**config.mk**
```make
export PLATFORM = sky130hd
export DESIGN_NAME = mem_arbiter
export DESIGN_NICKNAME = d
export VERILOG_FILES = /design/src/rtl/mem_arbiter.sv
export SDC_FILE = /design/constraint.sdc
export NUM_CORES = 1
export LEC_CHECK = 0
export ABC_AREA = 1
export CORE_ASPECT_RATIO = 0.7
export CORE_MARGIN = 3
export CORE_UTILIZATION = 45
export DETAILED_ROUTE_END_ITERATION = 8
export PLACE_DENSITY = 0.85
export RECOVER_POWER = 25
export SLEW_MARGIN = 20
export SYNTH_ARGS = -nofsm -noshare
export SYNTH_HDL_FRONTEND = slang
export SYNTH_SLANG_ARGS = --single-unit
```
**constraint.sdc**
```tcl
create_clock -name clk -period 11.1 [get_ports clk]
set_input_delay 1.665 -clock clk [delete_from_list [all_inputs] [get_ports clk]]
set_output_delay 1.665 -clock clk [all_outputs]
set_load 0.02 [all_outputs]
```
**src/rtl/mem_arbiter.sv**
```systemverilog
// Shares one single-port, word-addressed memory between the instruction-fetch port
// and the load/store port, serving one transaction at a time.
module mem_arbiter #(
    parameter int MEM_LATENCY = 1,
    parameter bit ROUND_ROBIN = 1'b1
) (
    input  logic        clk,
    input  logic        reset,
    input  logic        i_req,
    input  logic [31:0] i_addr,
    output logic [31:0] i_rdata,
    output logic        i_done,
    input  logic        d_req,
    input  logic [31:0] d_addr,
    input  logic [3:0]  d_wmask,
    input  logic [31:0] d_wdata,
    output logic [31:0] d_rdata,
    output logic        d_done,
    output logic [31:0] mem_addr,
    output logic        mem_rstrb,
    output logic [3:0]  mem_wmask,
    output logic [31:0] mem_wdata,
    input  logic [31:0] mem_rdata
);

    typedef enum logic [1:0] {IDLE, ISSUE, WAIT, DONE} state_t;

    state_t     state;
    state_t     state_next;
    logic       grant;        // 1 = data port owns the current transaction
    logic       last_grant;
    logic       pick_data;
    logic [3:0] wmask;
    logic [2:0] count;

    // Ties go to the port not served last, or always to data in fixed-priority mode.
    always_comb begin
        pick_data = d_req;
        if (i_req && d_req) begin
            pick_data = ROUND_ROBIN ? !last_grant : 1'b1;
        end
    end

    always_comb begin
        state_next = state;
        case (state)
            IDLE:  if (i_req || d_req) state_next = ISSUE;
            ISSUE: state_next = (wmask == 4'd0) ? WAIT : DONE;
            WAIT:  if (count == 3'd0) state_next = DONE;
            DONE:  state_next = IDLE;
            default: state_next = IDLE;
        endcase
    end

    always_ff @(posedge clk or posedge reset) begin
        if (reset) begin
            state <= IDLE;
        end else begin
            state <= state_next;
        end
    end

    always_ff @(posedge clk or posedge reset) begin
        if (reset) begin
            grant      <= 1'b0;
            last_grant <= 1'b1;
            mem_addr   <= 32'd0;
            mem_wdata  <= 32'd0;
            wmask      <= 4'd0;
            count      <= 3'd0;
            i_rdata    <= 32'd0;
            d_rdata    <= 32'd0;
        end else begin
            case (state)
                IDLE: begin
                    if (i_req || d_req) begin
                        grant      <= pick_data;
                        last_grant <= pick_data;
                        if (pick_data) begin
                            mem_addr  <= d_addr;
                            wmask     <= d_wmask;
                            mem_wdata <= d_wdata;
                        end else begin
                            mem_addr <= i_addr;
                            wmask    <= 4'd0;
                        end
                    end
                end
                ISSUE: begin
                    count <= 3'(MEM_LATENCY - 1);
                end
                WAIT: begin
                    if (count != 3'd0) begin
                        count <= count - 3'd1;
                    end else if (grant) begin
                        d_rdata <= mem_rdata;
                    end else begin
                        i_rdata <= mem_rdata;
                    end
                end
                default: begin
                end
            endcase
        end
    end

    // Strobes exist only in ISSUE, so a read strobe and a write mask never overlap.
    assign mem_rstrb = (state == ISSUE) && (wmask == 4'd0);
    assign mem_wmask = (state == ISSUE) ? wmask : 4'd0;
    assign i_done    = (state == DONE) && !grant;
    assign d_done    = (state == DONE) && grant;

endmodule

```
Yosys cells after proc, flatten, opt, wreduce, memory -nomap -nowiden
Cells that the tools add are included.
{"block": "totals", "ff_bits": 139, "input_bits": 136, "out_inout_bits": 135}
{"block": "classes", "n_addsub": 1, "n_eq_ne": 6, "muxes": 10, "n_bitwise": 2, "reduce_logical": 18}
{"operator": "$mux 32", "n": 1}
{"operator": "$reduce_and 3->1", "n": 3}
{"operator": "$mux 4", "n": 2}
{"operator": "$pmux 2 s4", "n": 1}
{"operator": "$ne 2x2->1 const B", "n": 3}
{"operator": "$pmux 3 s2", "n": 1}
{"operator": "$reduce_and 2->1", "n": 3}
{"operator": "$eq 2x2->1 const B", "n": 2}
{"operator": "$logic_and 1x1->1", "n": 4}
{"operator": "$logic_not 4->1", "n": 1}
{"operator": "$mux 2", "n": 2}
{"operator": "$logic_not 3->1", "n": 1}
{"operator": "$mux 3", "n": 1}
{"operator": "$reduce_bool 3->1", "n": 1}
{"operator": "$sub 3x1->3 const B", "n": 1}
{"operator": "$eq 2x1->1 const B", "n": 1}
{"operator": "$logic_not 1->1", "n": 2}
{"operator": "$logic_not 2->1", "n": 1}
{"operator": "$mux 1", "n": 2}
{"operator": "$not 1->1", "n": 2}
{"operator": "$reduce_bool 2->1", "n": 1}
{"operator": "$logic_or 1x1->1", "n": 1}

Longest topological paths before layout
Gate-level depths: netlist (run 1).
{"block": "depth", "ltp_word": 3, "mapped_depth": 8, "mapped_depth_nobuf": 8}

Worst setup path before layout (run 1)
OpenSTA, ideal clock, no wires.
{"block": "synth_timing", "path_type": "register -> output", "startpoint": "reg state[1]", "endpoint": "out mem_rstrb", "t_arrival_ns": 1.097, "required_time_ns": 9.435, "slack_ns": 8.338, "stages_incl_launch_ff": 5, "path_cell_list": "dfrtp_1 -> inv_1 -> ha_1 -> inv_1 -> nor2_1"}
{"block": "synth_via", "elab_chain_len": 2}
{"item": "start, declared", "line_no": "28", "text": "state_t state;"}
{"item": "start signal, assigned", "line_no": "59", "text": "state <= state_next;"}
{"item": "$eq 2x1->1", "line_no": "108", "text": "assign mem_rstrb = (state == ISSUE) && (wmask == 4'd0);"}
{"item": "$logic_and 1x1->1", "line_no": "108"}
{"item": "end, declared", "line_no": "20", "text": "output logic mem_rstrb,"}
Every way passes these cells.

==> results of run 1 <==
-- synthesized netlist by cell type (all sizes together) --
cell type    n  area, um2
ha           7       87.6
buf         36        262
nand2      277       1040
a21oi        1       8.76
dfstp        1       26.3
nand3       35        205
o21ai      106        654
dfrtp      138       3450
nor2         7       26.3
o22ai        2       12.5
inv         85        319
-- power breakdown --
part / internal [uW] / leakage (uW) / switching, uW / total [uW]
Sequential: 751 / 0.00173 / 138 / 889
Combinational: 572 / 0.00256 / 715 / 1290
Clock: 376 / 0.000296 / 217 / 594
-- worst max-delay path: cells and delay by family --
family / cells / cell delay [ps]
buf+inv: 3 / 3460
-- path summary, 6_finish.rpt --
check | start | endpoint | slack [ps] | cells past startpoint
hold reg to reg | last_grant | last_grant | 470 | 2
hold / removal | last_grant | last_grant | 470 | 2
max in group clk | state[1] | mem_wmask[0] | 7370 | 5
setup reg to reg | state[0] | d_rdata[18] | 7930 | 4
setup / recovery | reset | wmask[1] | 6370 | 3
min in group asynchronous | reset | mem_wdata[2] | 2820 | 2
-- layer usage --
| metal | vias up | track usage, % |
|---|---|---|
| li1 | 2663 | - |
| met1 | 2479 | 27.8 |
| met2 | 198 | 40.5 |
| met3 | 20 | 8.36 |
| met4 | 0 | 6.13 |
| met5 | - | 0 |
-- through the flow --
stage                     instances  util [%]  setup WS, ps
after floorplan                 695         -          5710
after global placement         1112      68.5          7100
after detailed placement       1112      68.5          7060
after CTS                      1143      73.3          7340
after global routing           1143      72.2          5770
final                          1143      72.2          6370
-- state kept, by name (all words and copies together), names as in the netlist --
| register | count |
|---|---|
| wmask | 4 |
| last_grant | 1 |
| state | 2 |
| i_rdata | 32 |
| mem_addr | 32 |
| d_rdata | 32 |
| count | 3 |
| grant | 1 |
| mem_wdata | 32 |
-- logic make-up (layout without fill, tap and decap cells) --
kind of cell               count (synthesis)  after routing  share of synthesized area, %
and+or+nand+nor                          319            319                          20.9
DFF                                      139            139                          57.0
buffers and inverters                    121            389                          9.52
AOI/OAI and AO/OA                        109            109                          11.1
adders and majority gates                  7              7                          1.44
-- final cells by class --
cell class	instances	area, um2
Fill cell	980	3570
Timing Repair Buffer	273	2730
Sequential cell	139	3480
Inverter	85	320
Tap cell	180	225
Clock buffer	17	425
Clock inverter	14	196
Multi-Input combinational cell	435	1910
==> metrics.txt, run 1 <==
Met3 Routed Length 1390 um; GR Overflow Total 0; setup_tns 0 ps; hold_buf cts 0; gr usage total 23.1%; final setup vio count 0; Slowest-stage cell, CP clkinvlp_2; total CTS buffers 17; top layer in use met4; Mapped Nets 838; fin crit share 42.6%; via count of the routed design 5,360; clock tree sinks 139; met2 routed WL 8610 um; Nets 1,094; Synth cell types 18; global-route wire length before repair 27,300 um; Worst Tran Pin Value 3720 ps; initial antenna violation count 0; WL final 17,300 um; Reg clk slew, reported paths 60 ps; crit path max fanout 88; VDD IR-drop max 0.140 mV; final hold vios 0; CP required 11,570 ps; Layout Skew 7.60 ps; CTS H-Tree Depth 4; DIE AREA 15,000 um2; DRT iter0 DRCs 262; synth-to-layout area growth 52.1%; Clock Path Buffers 2; I/O Pins 271; n_diodes 0; CTS tree done; Std-Cell Rows 34; clk root buf clkbuf_16; WP data arrival 5200 ps; max cap viols 3; status complete, but fails checks; routed vias/inst 4.69; dpl hpwl 12,100 um; die width 145 um; synthesized area 6100 um2; Metal-1 WL 7060 um; power per cell area 298 nW/um2; Antenna Nets Post-Route 0; die height 103 um; drt pass-1 iters 4; Max-slew headroom -149%; register area share after synthesis 57.0%; max incr delay on CP 2090 ps; drt wl/cell 15.1 um; leakage 0.00459 uW; Synth Area per Inst 8.78 um2; Final min period 4730 ps; CP Cell Sequence dlygate4sd3_1 > clkinvlp_2 > buf_4; post-CTS setup buffers 0; Worst Setup End Kind asynchronous set/reset pin; failing checks max-capacitance violations, max-slew violations; layout cells sized above 1 4.57%; Syn Inst Count 695; Peak Freq 0.211 GHz; max-slew violation count 219; RSZ-0062 raised after global routing false; Starting Density 47.5%; core area 12,800 um2; Area after DPL 8800 um2; hold crit path type reg2reg; IO buf count 270; Crit Path Category in2async; Synth Register Bits 139; most frequent cells in the layout nand2_1 (275), clkdlybuf4s50_1 (269), dfrtp_1 (138); worst skew pair latency 410 ps; # DRC 0; GPL Wtd Cong 0.793; Total Power 2770 uW; Worst Setup Start Kind primary input; vias in the first global route 5,292; Post-CTS Resized 0; post-route cell area 9280 um2; most common cell after layout, fill and taps aside nand2_1; worst hold slack 470 ps; synth warn 0; largest net degree at the start of global routing 89
No activity file was read; power rests on OpenSTA's default activity.
==> inputs of run 2 (changes only) <==
--- a/config.mk
+++ b/config.mk
@@ -8,9 +8,9 @@
 export ABC_AREA = 1
 export CORE_ASPECT_RATIO = 0.7
 export CORE_MARGIN = 3
-export CORE_UTILIZATION = 45
+export CORE_UTILIZATION = 42
 export DETAILED_ROUTE_END_ITERATION = 8
-export PLACE_DENSITY = 0.85
+export PLACE_DENSITY = 0.8
 export RECOVER_POWER = 25
 export SLEW_MARGIN = 20
 export SYNTH_ARGS = -nofsm -noshare
==> constraint.sdc (replaced) <==
create_clock -name clk -period 4.4 [get_ports clk]
set_input_delay 0.66 -clock clk [delete_from_list [all_inputs] [get_ports clk]]
set_output_delay 0.66 -clock clk [all_outputs]
set_load 0.02 [all_outputs]
==> run 2 against run 1 <==
  * Total power increased to 2.5 times the previous value
  * Sequential share of layout area decreased by 0.45 points
  * The run still ends with max-capacitance violations, max-slew violations left
  * Sequential power increased to 2.5 times the previous value
  * Final cell count increased by 1.1%
==> metrics.txt, run 2 (synthesis gave the netlist of run 1 again) <==
status complete, but fails checks; failing checks max-capacitance violations, max-slew violations; synth-to-layout area growth 53.9%; CP Cell Sequence inv_1 > ha_1 > inv_1 > nor2_1 > clkdlybuf4s50_1; clk root buf clkbuf_16; Metal-1 WL 7080 um; DIE AREA 16,000 um2; max incr delay on CP 630 ps; worst reg2reg startpoint state[0]; Worst Tran Pin Value 2010 ps; worst hold slack 476 ps; post-CTS setup buffers 0; GPL Wtd Cong 0.808; Slowest-stage cell, CP clkdlybuf4s50_1; clock tree sinks 139; hold crit path type reg2reg; DRT iter0 DRCs 260; RSZ-0062 raised after global routing false; die height 107 um; Worst Setup Start Kind flop; hold path start mem_addr[31]; max cap viols 1; Clock Path Buffers 2; # DRC 0; Worst Setup End Kind primary output; via count of the routed design 5,315; Crit Path Category reg2out; die width 150 um; routed vias/inst 4.60; total CTS buffers 17; CTS H-Tree Depth 4; fin crit share 61.9%; pre-CTS setup slack 1680 ps; final setup vio count 0; WP data arrival 2060 ps; Top cell by count, worst path inv_1; Area after DPL 8820 um2; final hold vios 0; Nets 1,096; most common cell after layout, fill and taps aside nand2_1; worst skew pair latency 410 ps; top layer in use met4; Starting Density 43.4%; gr usage total 21.1%; CTS tree done; initial antenna violation count 0; Std-Cell Rows 36; hold_buf cts 0; Peak Freq 0.367 GHz; Antenna Nets Post-Route 0; worst setup slack after layout 1680 ps; Met3 Routed Length 1620 um; drt pass-1 iters 5; Max-slew headroom -34.4%; power per cell area 743 nW/um2; crit path max fanout 6; n_diodes 0; max-slew violation count 98; vias in the first global route 5,231; Reg clk slew, reported paths 50 ps; met2 routed WL 7980 um; GR Overflow Total 0; setup_tns 0 ps; layout cells sized above 1 8.18%; VDD IR-drop max 0.384 mV; drt wl/cell 14.5 um; Setup crit start state[1]; Post-CTS Resized 0; post-route cell area 9390 um2; Final min period 2720 ps; I/O Pins 271; WL final 16,800 um; most frequent cells in the layout nand2_1 (275), clkdlybuf4s50_1 (269), dfrtp_1 (138); IO buf count 270; dpl hpwl 12,000 um; CP required 3740 ps; global-route wire length before repair 26,700 um; core area 14,100 um2; largest net degree at the start of global routing 98; Layout Skew 12.5 ps; leakage 0.00462 uW
## run 2: cell count changes in the layout (fill, tap and decap cells not counted), sizes merged
cell / before / now
clkbuf: 17 / 19
bufinv: 4 / 1
clkinvlp: 4 / 5
buf: 3 / 5
inv: 85 / 90
clkinv: 6 / 2
## run 2: path summary, 6_finish.rpt
check                                to  slack [ps]  cells past startpoint
min in group asynchronous   d_rdata[21]        1330                      2
min                        mem_addr[31]         480                      2
max in group asynchronous  mem_addr[31]        1930                      3
max reg2reg                 d_rdata[27]        2190                      5
max                           mem_rstrb        1680                      5
min reg2reg                mem_addr[31]         480                      2
## run 2: metrics by stage
step	cells	util, %	total power [uW]
finish	1156	66.8	6970
global route	1156	66.8	7420
CTS	1156	66.9	7050
detailed placement	1124	62.8	5630
global placement	1124	62.8	5570
floorplan	695	-	4110
## run 2: layer usage
layer	up-vias	GRT usage [%]
li1	2664	-
met1	2433	26.3
met3	13	7.86
met2	205	35.0
met4	0	5.03
met5	-	0
## run 2: critical path: cells and delay by family (launching register included)
| family | cells | cell delay [ps] |
|---|---|---|
| buffers and inverters | 3 | 880 |
| DFF | 1 | 390 |
| and+or+nand+nor | 1 | 110 |
| adders and majority gates | 1 | 280 |
## run 2: power breakdown
group	internal (uW)	total, uW	switching (uW)	leakage [uW]
clock	807	1380	574	0.000271
combinational	1500	3360	1860	0.00262
sequential	1890	2230	342	0.00173
## run 2: final cells by class
cell class | instances | area [um2]
Inverter | 85 | 323
Timing Repair Buffer | 275 | 2740
Fill cell | 1195 | 4660
Multi-Input combinational cell | 435 | 2040
Sequential cell | 139 | 3480
Tap cell | 190 | 238
Clock buffer | 19 | 443
Clock inverter | 13 | 131
==> inputs of run 3 (changes only) <==
==> constraint.sdc (replaced) <==
create_clock -name clk -period 2.7 [get_ports clk]
set_input_delay 0.405 -clock clk [delete_from_list [all_inputs] [get_ports clk]]
set_output_delay 0.405 -clock clk [all_outputs]
set_load 0.02 [all_outputs]
==> run 3 against run 2 <==
  * Critical path type unchanged
  * Setup slack worse by 1400 ps
  * Global-route usage fell by 0.30 points
  * Highest routed layer unchanged
  * Clock power up 64%
  * Critical endpoint unchanged
  * Wire length shrank 1.6%
  * Non-clock buffer count up 4
  * Largest power group unchanged
  * The run now ends clean
  * Via count up 0.19%
==> metrics.txt, run 3 (synthesis gave the netlist of run 1 again) <==
status finished clean; setup_tns 0 ps; drt wl/cell 14.3 um; max-slew violation count 0; largest net degree at the start of global routing 71; Worst Setup Start Kind flop; power per cell area 1210 nW/um2; most frequent cells in the layout nand2_1 (275), clkdlybuf4s50_1 (269), dfrtp_1 (138); WL final 16,500 um; clock tree sinks 139; initial antenna violation count 0; hold_buf cts 0; layout cells sized above 1 8.67%; DRT iter0 DRCs 228; final core occ 67.2%; core area 14,100 um2; Top cell by count, worst path inv_1; drt pass-1 iters 4; worst skew pair latency 400 ps; global-route wire length before repair 26,200 um; IO buf count 270; VDD IR-drop max 0.499 mV; routed vias/inst 4.59; clk root buf clkbuf_16; die width 150 um; CP Cell Sequence inv_1 > ha_1 > inv_1 > nor2_1 > clkdlybuf4s50_1; max cap viols 0; Worst Tran Pin Value 1270 ps; die height 107 um; fin crit share 90.6%; RSZ-0062 raised after global routing false; Antenna Nets Post-Route 0; Crit Path Category reg2out; hold crit path type in2async; n_diodes 0; Worst Setup End Kind primary output; Reg clk slew, reported paths 60 ps; post-route cell area 9440 um2; final setup vio count 0; Area after DPL 8900 um2; synth-to-layout area growth 54.8%; Peak Freq 0.409 GHz; GR Overflow Total 0; Post-CTS Resized 0; via count of the routed design 5,325; GPL Wtd Cong 0.819; leakage 0.00467 uW; CP required 2300 ps; I/O Pins 271; Total Power 11,400 uW; max incr delay on CP 620 ps; number of fill cells 1,151; WP data arrival 2040 ps; total CTS buffers 17; Std-Cell Rows 36; Final min period 2450 ps; crit path max fanout 6; Layout Skew 10.3 ps; Max-slew headroom 15.5%; worst hold slack 411 ps; Nets 1,100; # DRC 0; gr usage total 20.8%; CTS H-Tree Depth 4; Starting Density 43.4%; dpl hpwl 12,100 um; vias in the first global route 5,071; final hold vios 0; Slowest-stage cell, CP clkdlybuf4s50_1; post-CTS setup buffers 0; DIE AREA 16,000 um2; Clock Path Buffers 2; most common cell after layout, fill and taps aside nand2_1; CTS tree done
==> run 3: cell count changes in the layout (fill, tap and decap cells not counted), moves of 2 or more <==
cell        before  now
clkinvlp_4       5    0
clkbuf_2         0    2
o21ai_0          2    0
o21ai_1         71   73
buf_12           0    2
clkinv_2         1    5
inv_8            2    0
==> run 3: critical path: cells and delay by family (launching register included) <==
family / cells / cell delay [ps]
buf+inv: 3 / 860
fa+ha+maj: 1 / 280
simple gates: 1 / 100
flops: 1 / 390
==> run 3: per-layer routing <==
layer	global-route usage (%)	up-vias	part of all wire (%)
met1	25.3	2456	41
met4	4.90	0	0.98
met2	35.0	181	48
met3	8.07	16	9.9
met5	0	-	0
li1	-	2672	-
==> run 3: stage by stage <==
| step | instances | worst slack (ps) |
|---|---|---|
| final | 1159 | 253 |
| after global routing | 1159 | 114 |
| after CTS | 1159 | 221 |
| after detailed placement | 1128 | 675 |
| after global placement | 1128 | 720 |
| after floorplan | 695 | 561 |
==> run 3: final timing paths <==
path	cells after the start	from	slack, ps	endpoint
worst max-delay path	5	state[1]	250	mem_rstrb
worst min-delay path	2	reset	410	mem_wdata[13]
worst max register to register	7	count[0]	860	i_rdata[31]
worst min register to register	2	d_rdata[13]	480	d_rdata[13]
max in group asynchronous	3	reset	790	i_rdata[21]
min in group clk	2	d_rdata[13]	480	d_rdata[13]
==> run 3: where the power goes <==
group / internal [uW] / total [uW] / switching (uW)
Clock: 1390 / 2270 / 882
Combinational: 2490 / 5530 / 3040
Sequential: 3080 / 3610 / 539
==> run 3: layout make-up <==
type | instances | area [um2] | area share (%)
inverters | 85 | 320 | 3.39
repair buffers | 279 | 2790 | 29.5
multi-input cells | 435 | 2040 | 21.6
flip-flops and latches | 139 | 3480 | 36.8
clock inverters | 13 | 138 | 1.46
clock buffers | 18 | 439 | 4.65
well taps | 190 | 238 | 2.52
